$ cat src/rtl/riscv_v_pkg.sv
// Shared types for the vector arithmetic write-back collector.
// Optional feature macro: RISCV_V_WB_SAT_FLAG_EN (keeps overflow flags in the FIFO entry).
package riscv_v_pkg;

    localparam int RVV_DATA_W      = 128;
    localparam int RVV_NUM_BYTES   = RVV_DATA_W / 8;
    localparam int RVV_VREG_ADDR_W = 5;

    // One-hot element size, bit0 = 8-bit elements
    typedef enum logic [3:0] {
        OSIZE_8  = 4'b0001,
        OSIZE_16 = 4'b0010,
        OSIZE_32 = 4'b0100,
        OSIZE_64 = 4'b1000
    } osize_t;

    typedef struct packed {
        logic [RVV_DATA_W-1:0]      data;
        logic [RVV_NUM_BYTES-1:0]   zf;
`ifdef RISCV_V_WB_SAT_FLAG_EN
        logic [RVV_NUM_BYTES-1:0]   of;
`endif
        logic [RVV_NUM_BYTES-1:0]   cf;
        osize_t                     osize;
        logic                       mask_mode;
        logic [RVV_VREG_ADDR_W-1:0] vd;
        logic                       last;
    } wb_entry_t;

    typedef enum logic [1:0] {
        ST_IDLE,
        ST_ACCUM,
        ST_FLUSH
    } wb_state_t;

    // Elements carried by one beat for a given element size
    function automatic logic [4:0] osize_to_elems(input osize_t osize);
        case (osize)
            OSIZE_16: return 5'(RVV_NUM_BYTES / 2);
            OSIZE_32: return 5'(RVV_NUM_BYTES / 4);
            OSIZE_64: return 5'(RVV_NUM_BYTES / 8);
            default:  return 5'(RVV_NUM_BYTES);
        endcase
    endfunction

    // Gather the flag of each element's most significant byte into bit k for element k
    function automatic logic [RVV_NUM_BYTES-1:0] elem_msb_bits(input logic [RVV_NUM_BYTES-1:0] flags,
                                                             input osize_t osize);
        logic [RVV_NUM_BYTES-1:0] bits;
        bits = '0;
        case (osize)
            OSIZE_16: for (int k = 0; k < RVV_NUM_BYTES / 2; k++) bits[k] = flags[2*k+1];
            OSIZE_32: for (int k = 0; k < RVV_NUM_BYTES / 4; k++) bits[k] = flags[4*k+3];
            OSIZE_64: for (int k = 0; k < RVV_NUM_BYTES / 8; k++) bits[k] = flags[8*k+7];
            default:  bits = flags;
        endcase
        return bits;
    endfunction

endpackage

$ cat src/rtl/riscv_v_wb_fifo.sv
// Generic registered FIFO; full/empty are registered, so a pop never frees a slot
// for a push in the same cycle. DEPTH must be a power of two.
module riscv_v_wb_fifo #(
    parameter type entry_t = logic,
    parameter int  DEPTH   = 2
) (
    input  logic   clk,
    input  logic   rst_n,
    input  logic   push,
    input  entry_t push_data,
    input  logic   pop,
    output entry_t head,
    output logic   full,
    output logic   empty
);

    localparam int PTR_W = (DEPTH > 1) ? $clog2(DEPTH) : 1;
    localparam int CNT_W = $clog2(DEPTH + 1);

    entry_t             mem_q [DEPTH];
    entry_t             mem_d [DEPTH];
    logic [PTR_W-1:0]   wr_ptr_q, wr_ptr_d;
    logic [PTR_W-1:0]   rd_ptr_q, rd_ptr_d;
    logic [CNT_W-1:0]   cnt_q, cnt_d;
    logic               full_q, full_d;
    logic               empty_q, empty_d;
    logic               do_push, do_pop;

    assign do_push = push && !full_q;
    assign do_pop  = pop && !empty_q;
    assign head    = mem_q[rd_ptr_q];
    assign full    = full_q;
    assign empty   = empty_q;

    // Next pointers, occupancy and storage; pointers wrap naturally at DEPTH
    always_comb begin
        mem_d    = mem_q;
        wr_ptr_d = wr_ptr_q;
        rd_ptr_d = rd_ptr_q;
        cnt_d    = cnt_q;
        if (do_push) begin
            mem_d[wr_ptr_q] = push_data;
            wr_ptr_d        = wr_ptr_q + PTR_W'(1);
        end
        if (do_pop) begin
            rd_ptr_d = rd_ptr_q + PTR_W'(1);
        end
        case ({do_push, do_pop})
            2'b10:   cnt_d = cnt_q + CNT_W'(1);
            2'b01:   cnt_d = cnt_q - CNT_W'(1);
            default: cnt_d = cnt_q;
        endcase
        full_d  = (cnt_d == CNT_W'(DEPTH));
        empty_d = (cnt_d == '0);
    end

    // Control state is reset; payload storage is not
    always_ff @(posedge clk) begin
        if (!rst_n) begin
            wr_ptr_q <= '0;
            rd_ptr_q <= '0;
            cnt_q    <= '0;
            full_q   <= 1'b0;
            empty_q  <= 1'b1;
        end else begin
            wr_ptr_q <= wr_ptr_d;
            rd_ptr_q <= rd_ptr_d;
            cnt_q    <= cnt_d;
            full_q   <= full_d;
            empty_q  <= empty_d;
        end
    end

    // Payload storage
    always_ff @(posedge clk) begin
        mem_q <= mem_d;
    end

endmodule

$ cat src/rtl/riscv_v_arith_wb_collector.sv
// Vector ALU write-back collector: buffers ALU beats, writes data beats to the VRF,
// and packs carry/borrow bits of mask-mode instructions into one mask register write.
// Optional feature macro: RISCV_V_WB_SAT_FLAG_EN (sticky sat_flag output, sat_clr input).
module riscv_v_arith_wb_collector
    import riscv_v_pkg::*;
#(
    parameter int DATA_WIDTH  = RVV_DATA_W,
    parameter int NUM_BYTES   = RVV_NUM_BYTES,
    parameter int FIFO_DEPTH  = 2,
    parameter int MAX_BEATS   = 8,
    parameter int VREG_ADDR_W = RVV_VREG_ADDR_W
) (
    input  logic                   clk,
    input  logic                   rst_n,
    input  logic                   in_valid,
    output logic                   in_ready,
    input  logic [DATA_WIDTH-1:0]  in_data,
    input  logic [NUM_BYTES-1:0]   in_zf,
    input  logic [NUM_BYTES-1:0]   in_of,
    input  logic [NUM_BYTES-1:0]   in_cf,
    input  logic [3:0]             in_osize,
    input  logic                   in_mask_mode,
    input  logic [VREG_ADDR_W-1:0] in_vd,
    input  logic                   in_last,
    output logic                   vrf_we,
    input  logic                   vrf_ready,
    output logic [VREG_ADDR_W-1:0] vrf_addr,
    output logic [DATA_WIDTH-1:0]  vrf_wdata,
    output logic [NUM_BYTES-1:0]   vrf_be,
    output logic                   busy
`ifdef RISCV_V_WB_SAT_FLAG_EN
    ,
    input  logic                   sat_clr,
    output logic                   sat_flag
`endif
);

    localparam int P_MAX = MAX_BEATS * NUM_BYTES;
    localparam int P_W   = $clog2(P_MAX + 1);

    wb_entry_t              in_entry, fifo_head;
    logic                   fifo_full, fifo_empty, fifo_pop;
    wb_state_t              state_q, state_d;
    logic [DATA_WIDTH-1:0]  acc_q, acc_d;
    logic [P_W-1:0]         p_q, p_d;
    logic [P_W:0]           p_sum;
    logic [VREG_ADDR_W-1:0] flush_vd_q, flush_vd_d;
    logic [NUM_BYTES-1:0]   head_cf_bits;
    logic [DATA_WIDTH-1:0]  keep_mask;

    // Pack the incoming beat into a FIFO entry
    always_comb begin
        in_entry           = '0;
        in_entry.data      = in_data;
        in_entry.zf        = in_zf;
`ifdef RISCV_V_WB_SAT_FLAG_EN
        in_entry.of        = in_of;
`endif
        in_entry.cf        = in_cf;
        in_entry.osize     = osize_t'(in_osize);
        in_entry.mask_mode = in_mask_mode;
        in_entry.vd        = in_vd;
        in_entry.last      = in_last;
    end

    riscv_v_wb_fifo #(
        .entry_t (wb_entry_t),
        .DEPTH   (FIFO_DEPTH)
    ) u_fifo (
        .clk       (clk),
        .rst_n     (rst_n),
        .push      (in_valid),
        .push_data (in_entry),
        .pop       (fifo_pop),
        .head      (fifo_head),
        .full      (fifo_full),
        .empty     (fifo_empty)
    );

    assign in_ready     = !fifo_full;
    assign busy         = !fifo_empty || (state_q != ST_IDLE);
    assign head_cf_bits = elem_msb_bits(fifo_head.cf, fifo_head.osize);
    assign keep_mask    = (int'(p_q) >= DATA_WIDTH) ? '1 : ~({DATA_WIDTH{1'b1}} << p_q);

    // Collector control: data pass-through, mask accumulation and the final mask flush
    always_comb begin
        state_d    = state_q;
        acc_d      = acc_q;
        p_d        = p_q;
        flush_vd_d = flush_vd_q;
        fifo_pop   = 1'b0;
        vrf_we     = 1'b0;
        vrf_addr   = '0;
        vrf_wdata  = '0;
        vrf_be     = '0;
        p_sum      = {1'b0, p_q} + (P_W+1)'(osize_to_elems(fifo_head.osize));
        case (state_q)
            ST_IDLE: begin
                if (!fifo_empty) begin
                    if (fifo_head.mask_mode) begin
                        state_d = ST_ACCUM;
                    end else begin
                        vrf_we    = 1'b1;
                        vrf_addr  = fifo_head.vd;
                        vrf_wdata = fifo_head.data;
                        vrf_be    = '1;
                        fifo_pop  = vrf_ready;
                    end
                end
            end
            ST_ACCUM: begin
                if (!fifo_empty) begin
                    fifo_pop = 1'b1;
                    // Bits landing at or beyond DATA_WIDTH shift out and are dropped
                    acc_d    = acc_q | ({{(DATA_WIDTH-NUM_BYTES){1'b0}}, head_cf_bits} << p_q);
                    p_d      = (p_sum > (P_W+1)'(P_MAX)) ? P_W'(P_MAX) : p_sum[P_W-1:0];
                    if (fifo_head.last) begin
                        state_d    = ST_FLUSH;
                        flush_vd_d = fifo_head.vd;
                    end
                end
            end
            ST_FLUSH: begin
                vrf_we    = 1'b1;
                vrf_addr  = flush_vd_q;
                vrf_wdata = acc_q & keep_mask;
                vrf_be    = '1;
                if (vrf_ready) begin
                    acc_d   = '0;
                    p_d     = '0;
                    state_d = ST_IDLE;
                end
            end
            default: state_d = ST_IDLE;
        endcase
    end

    // Control registers; reset discards any partial mask
    always_ff @(posedge clk) begin
        if (!rst_n) begin
            state_q <= ST_IDLE;
            acc_q   <= '0;
            p_q     <= '0;
        end else begin
            state_q <= state_d;
            acc_q   <= acc_d;
            p_q     <= p_d;
        end
    end

    // Destination of the pending mask write
    always_ff @(posedge clk) begin
        flush_vd_q <= flush_vd_d;
    end

`ifdef RISCV_V_WB_SAT_FLAG_EN
    logic sat_flag_q, sat_flag_d;
    logic sat_pend_q, sat_pend_d;
    logic sat_set;
    logic head_of_hit;
    logic unused_flags;

    assign head_of_hit  = |elem_msb_bits(fifo_head.of, fifo_head.osize);
    assign sat_flag     = sat_flag_q;
    assign unused_flags = ^fifo_head.zf;

    // Overflow at an element MSB sets the sticky flag when its beat commits; set beats clear
    always_comb begin
        sat_set    = 1'b0;
        sat_pend_d = sat_pend_q;
        case (state_q)
            ST_IDLE:  sat_set = !fifo_empty && !fifo_head.mask_mode && vrf_ready && head_of_hit;
            ST_ACCUM: if (!fifo_empty) sat_pend_d = sat_pend_q | head_of_hit;
            ST_FLUSH: if (vrf_ready) begin
                sat_set    = sat_pend_q;
                sat_pend_d = 1'b0;
            end
            default:  sat_pend_d = 1'b0;
        endcase
        sat_flag_d = sat_set ? 1'b1 : (sat_clr ? 1'b0 : sat_flag_q);
    end

    // Sticky saturation flag and the overflow summary of a mask in progress
    always_ff @(posedge clk) begin
        if (!rst_n) begin
            sat_flag_q <= 1'b0;
            sat_pend_q <= 1'b0;
        end else begin
            sat_flag_q <= sat_flag_d;
            sat_pend_q <= sat_pend_d;
        end
    end
`else
    logic unused_flags;
    assign unused_flags = ^{in_of, fifo_head.zf};
`endif

`ifndef SYNTHESIS
    // A data-mode beat must never reach the head while a mask is being packed
    mode_change_a: assert property (@(posedge clk) disable iff (!rst_n)
        !(state_q == ST_ACCUM && !fifo_empty && !fifo_head.mask_mode))
        else $error("data-mode beat at FIFO head during mask accumulation");
`endif

endmodule
$ cat config.mk
export PLATFORM = sky130hd
export DESIGN_NAME = riscv_v_arith_wb_collector
export DESIGN_NICKNAME = d
export VERILOG_FILES = /design/src/rtl/riscv_v_pkg.sv /design/src/rtl/riscv_v_wb_fifo.sv /design/src/rtl/riscv_v_arith_wb_collector.sv
export SDC_FILE = /design/constraint.sdc
export NUM_CORES = 1
export LEC_CHECK = 0
export CELL_PAD_IN_SITES_DETAIL_PLACEMENT = 1
export CELL_PAD_IN_SITES_GLOBAL_PLACEMENT = 1
export CORE_AREA = 2 2 237 239
export CTS_BUF_LIST = sky130_fd_sc_hd__clkbuf_8 sky130_fd_sc_hd__clkbuf_16
export CTS_CLUSTER_DIAMETER = 50
export CTS_CLUSTER_SIZE = 20
export DETAILED_ROUTE_END_ITERATION = 8
export DIE_AREA = 0 0 239 241
export HOLD_SLACK_MARGIN = 0.12
export PLACE_DENSITY = 0.86
export RECOVER_POWER = 100
export SETUP_SLACK_MARGIN = 0.15
export SYNTH_ARGS = -nofsm -noshare
export SYNTH_HDL_FRONTEND = slang
export SYNTH_HIERARCHICAL = 1
export SYNTH_SLANG_ARGS = --single-unit
export TNS_END_PERCENT = 20
$ cat constraint.sdc
create_clock -name clk -period 8.7 [get_ports clk]
set_input_delay 1.305 -clock clk [delete_from_list [all_inputs] [get_ports clk]]
set_output_delay 1.305 -clock clk [all_outputs]
set_load 0.05 [all_outputs]
# Yosys cells after proc, flatten, opt, wreduce, memory -nomap -nowiden
# Cells that the tools add are included.
dict set report totals {
  ff_bits 491
}
dict set report op_classes {
  n_addsub 5
  order_cmp 5
  eq_ne 13
  shifts 2
  muxes 42
  bitwise_logic 6
  n_reduce_logical 15
}
# cell count
set ops {}
lappend ops {{171-bit two-way mux} 4}
lappend ops {{128-bit two-way mux} 5}
lappend ops {{128-bit one-hot mux with 2 select lines} 2}
lappend ops {{342-bit bitwise mux} 1}
lappend ops {{171-bit demux with 1-bit select} 1}
lappend ops {{128-bit bitwise AND} 1}
lappend ops {{128-bit inverter} 1}
lappend ops {{128-bit OR} 1}
lappend ops {{128-bit by 8-bit left shift with 128-bit output (first input constant)} 1}
lappend ops {{16-bit by 8-bit left shift with 128-bit output} 1}
lappend ops {{16-bit two-way mux} 2}
lappend ops {{8-bit two-way mux} 4}
lappend ops {{16-bit one-hot mux with 2 select lines} 1}
lappend ops {{2-bit one-hot mux with 3 select lines} 3}
lappend ops {{8-bit one-hot mux with 2 select lines} 1}
lappend ops {{5-bit one-hot mux with 3 select lines} 1}
lappend ops {{2-bit two-way mux} 5}
lappend ops {{5-bit two-way mux} 2}
lappend ops {{2-bit != test (second input constant)} 5}
lappend ops {{5-bit one-hot mux with 2 select lines} 1}
lappend ops {{8-bit by 5-bit adder with 9-bit output} 1}
lappend ops {{9-bit by 8-bit greater-than comparator with 1-bit output (second input constant)} 1}
lappend ops {{8-bit greater-or-equal comparator (second input constant)} 1}
lappend ops {{4-bit one-hot mux with 2 select lines} 1}
lappend ops {{other kinds (24)} 41}

# Longest topological paths before layout
dict set report depth {
  depth_word 11
  depth_mapped 15
  mapped_depth_nobuf 12
}

# By module
# The synthesis kept the hierarchy.
# mod instances cells_per_inst area_per_inst_um2 seq_area_each_um2
set modules_own_cells {}
lappend modules_own_cells {riscv_v_wb_fifo 1 562 12623.4 10390.0}
lappend modules_own_cells {riscv_v_arith_wb_collector 1 1176 9147.5 2892.8}

# Least setup slack after synthesis
# Ideal clock, no wire load.
dict set report synth_path {
  kind {input-to-reg}
  startpoint {input port in_valid}
  endpoint {register u_fifo/mem_q[171] in the netlist's numbering, enable pin}
  setup_time_ps 706
  t_arrival_ps 8528
  setup_slack_ps -533
  path_stages 2
  path_cell_list {nand2b_1 -> nor2_1}
}
dict set report synth_between {
  elab_chain_cells 1
}
# element line_no
set synth_lines {}
lappend synth_lines {{start, declared} riscv_v_arith_wb_collector.sv:15} ;# input logic in_valid,
lappend synth_lines {{1-bit logical AND} riscv_v_wb_fifo.sv:29} ;# assign do_push = push && !full_q;
lappend synth_lines {{end signal, assigned} riscv_v_wb_fifo.sv:76} ;# mem_q <= mem_d;
lappend synth_lines {{end, declared} riscv_v_wb_fifo.sv:20} ;# entry_t mem_q [DEPTH];
# No other way between the ends.
# A chain may end at the register's enable or synchronous reset.

==> metrics.md <==
| Metric | Value |
|---|---|
| Largest net degree at the start of global routing | 131 |
| Clk_skew | 45.1 ps |
| Final Hold Fails | 0 |
| Initial antenna violation count | 14 |
| Worst EP arrival | 7390 ps |
| Gates resized, CTS repair | 0 |
| # DRC | 0 |
| Syn avg cell area | 12.2 um^2 |
| Psw | 1710 uW |
| # rows | 86 |
| H-Tree Depth | 2 |
| CORE AREA | 54900 um^2 |
| Clock share of power | 39.4% |
| Hold Path Class | flip-flop to flip-flop |
| Worst Min Path Start | acc_q[63] |
| Syn-to-layout area delta | 26.0% |
| Crit start category | flip-flop |
| Logic gate share of total power | 16.5% |
| Die Footprint | 57600 um^2 |
| Sequential cell area | 12300 um^2 |
| Ratio of total power to cell area | 218 nW/um^2 |
| All-layer global routing usage | 26.0% |
| DRT iter0 DRCs | 1530 |
| RSZ-0062 raised after global routing | no |
| Failing checks | max-capacitance violations, max-slew violations |
| Antenna-violating nets left | 0 |
| Flop pwr share | 44.0% |
| NumNets Final | 2157 |
| # port buffers | 310 |
| Number of global-route vias before repair | 17100 |
| Post-DP HPWL | 54200 um |
| Max frequency | 0.145 GHz |
| CP max FO | 23 |
| Slew headroom | -143% |
| Layout fillers | 5662 |
| Via count | 16300 |
| Int Pwr | 3960 uW |
| Final period util | 79.4% |
| TritonCTS Buffers | 49 |
| MaxCap Viol Count | 6 |
| Global-route wire length before repair | 111000 um |
| Post-Syn Nets | 1887 |
| Critical path startpoint | u_fifo/rd_ptr_q |
| Layout cells sized above 1 | 14.6% |
| Fin crit period | 6910 ps |
| Total Power | 5670 uW |
| DRT Pass-1 Iters | 5 |
| Via density per instance | 6.03 |
| Die height | 241 um |
| Clk pin slew, worst setup/hold paths | 80 ps |
| Worst-margin pin slew | 3650 ps |
| # IOs | 343 |
| Post-synthesis cell area | 20600 um^2 |
| Critical Path Sink Type | flip-flop |
| Die W | 239 um |
| Clock buffer depth | 3 |
| CTS Hold Buffers Added | 0 |
| Initial core utilization | 37.6% |
| Routability cong. | 0.949 |
| Wire per inst | 28.5 um |
| Area of the multi-input gates | 7530 um^2 |
| Postcts setup bufs | 0 |
| GR Overflow Total | 0 |
| Worst reg2reg path startpoint | u_fifo/rd_ptr_q |
| Worst Path Class, Setup | flip-flop to flip-flop |
| Worst VDD drop | 0.000152 V |
| Fin. max-slew vios | 203 |
| Sw Share | 30.2% |
| Synth warn | 6 |
| Mapped Cells | 1690 |
| Setup-failing EPs final | 0 |
| Worst skew pair latency | 620 ps |
| CTS Root Cell | clkbuf_16 |
| Worst Path Required | 9180 ps |
| CTS tree | done |
| Status | finished, violations left |
| Leak | 0.00901 uW |
| CTS sink cnt | 458 |
| WL final | 77200 um |
| TNS Setup | 0 ps |
-- final timing paths --
path / to / slack (ps) / depth (start not counted)
setup reg to reg: acc_q[36] / 1790 / 9
hold / removal: acc_q[63] / 460 / 2
hold reg to reg: acc_q[63] / 460 / 2
setup / recovery: acc_q[36] / 1790 / 9
-- final cells by class --
type	count	share of cell area [%]
sequential	458	47.4
clock buffer	53	5.06
clock inverter	39	1.73
antenna	6	0.0577
inverter	33	0.496
timing repair buffer	345	12.9
multi-input combinational	1073	29.0
tap	704	3.39
-- layer usage --
metal	up-vias	wire, um	global-route usage (%)
li1	7081	-	-
met1	8241	31100	32.9
met2	790	36500	42.7
met3	208	5860	5.50
met4	18	3600	12.2
met5	-	115	0
-- power by group through the flow --
| stage | Sequential [uW] | Combinational [uW] | Clock [uW] |
|---|---|---|---|
| floorplan | 2550 | 610 | 0 |
| global placement | 2530 | 950 | 0 |
| finish | 2500 | 936 | 2240 |
| CTS | 2490 | 975 | 2260 |
| detailed placement | 2540 | 967 | 0 |
| global route | 2510 | 973 | 2330 |
-- worst max-delay path, cell delays in order, from the launching register on --
cell,delay (ps)
dfxtp_1,1040
mux2_2,480
or2_2,410
o21ai_0,1990
inv_6,340
a211oi_1,370
clkbuf_1,690
o211ai_1,430
a221oi_1,800
o21ai_0,190
-- cell usage in the layout (no fill, tap or decap), types with 6 or more instances in the layout --
cell type        n
and3_1           8
o31ai_1          9
diode_2          6
a211oi_1        12
a21oi_1        118
nor2b_1          6
buf_4           29
nand2b_1        11
nor2_1         109
inv_8            6
o211ai_1        12
nor4_1           8
a22o_1         126
dfxtp_1        142
a31oi_1         27
inv_1           33
o22ai_1         10
clkinv_8        10
nand3_1         27
a2111oi_0        8
clkbuf_16       52
and2_1           9
dlygate4sd3_1  308
xnor2_1          7
or3_1            6
o21a_1          22
nand3b_1        12
o21ai_0         96
a21o_1           8
inv_6            7
edfxtp_1       315
a32o_1          27
nor3_1          27
mux2_2         157
mux2_1           6
a22oi_1          8
nand2_1        103
-- per-stage QoR --
step           cells  area [um^2]  worst slack, ps  util, %  hold WS [ps]
2_1_floorplan   1690        20600              160        -           425
3_3_place_gp    2613        24300             3950     44.2           435
3_5_place_dp    2613        24300             3810     44.2           445
4_1_cts         2705        26000             3160     47.5           465
5_1_grt         2709        26000             1540     47.4           489
6_report        2711        26000             1790     47.4           457
-- sequential cells by signal (all words and copies together), names as in the netlist --
| name | cells |
|---|---|
| flush_vd_q | 5 |
| u_fifo/wr_ptr_q | 1 |
| u_fifo/full | 1 |
| u_fifo/empty | 1 |
| u_fifo/rd_ptr_q | 1 |
| u_fifo/cnt_q | 2 |
| state_q | 2 |
| p_q | 7 |
| acc_q | 128 |
| u_fifo/mem_q | 310 |
Power figures use the tool's default switching activity.
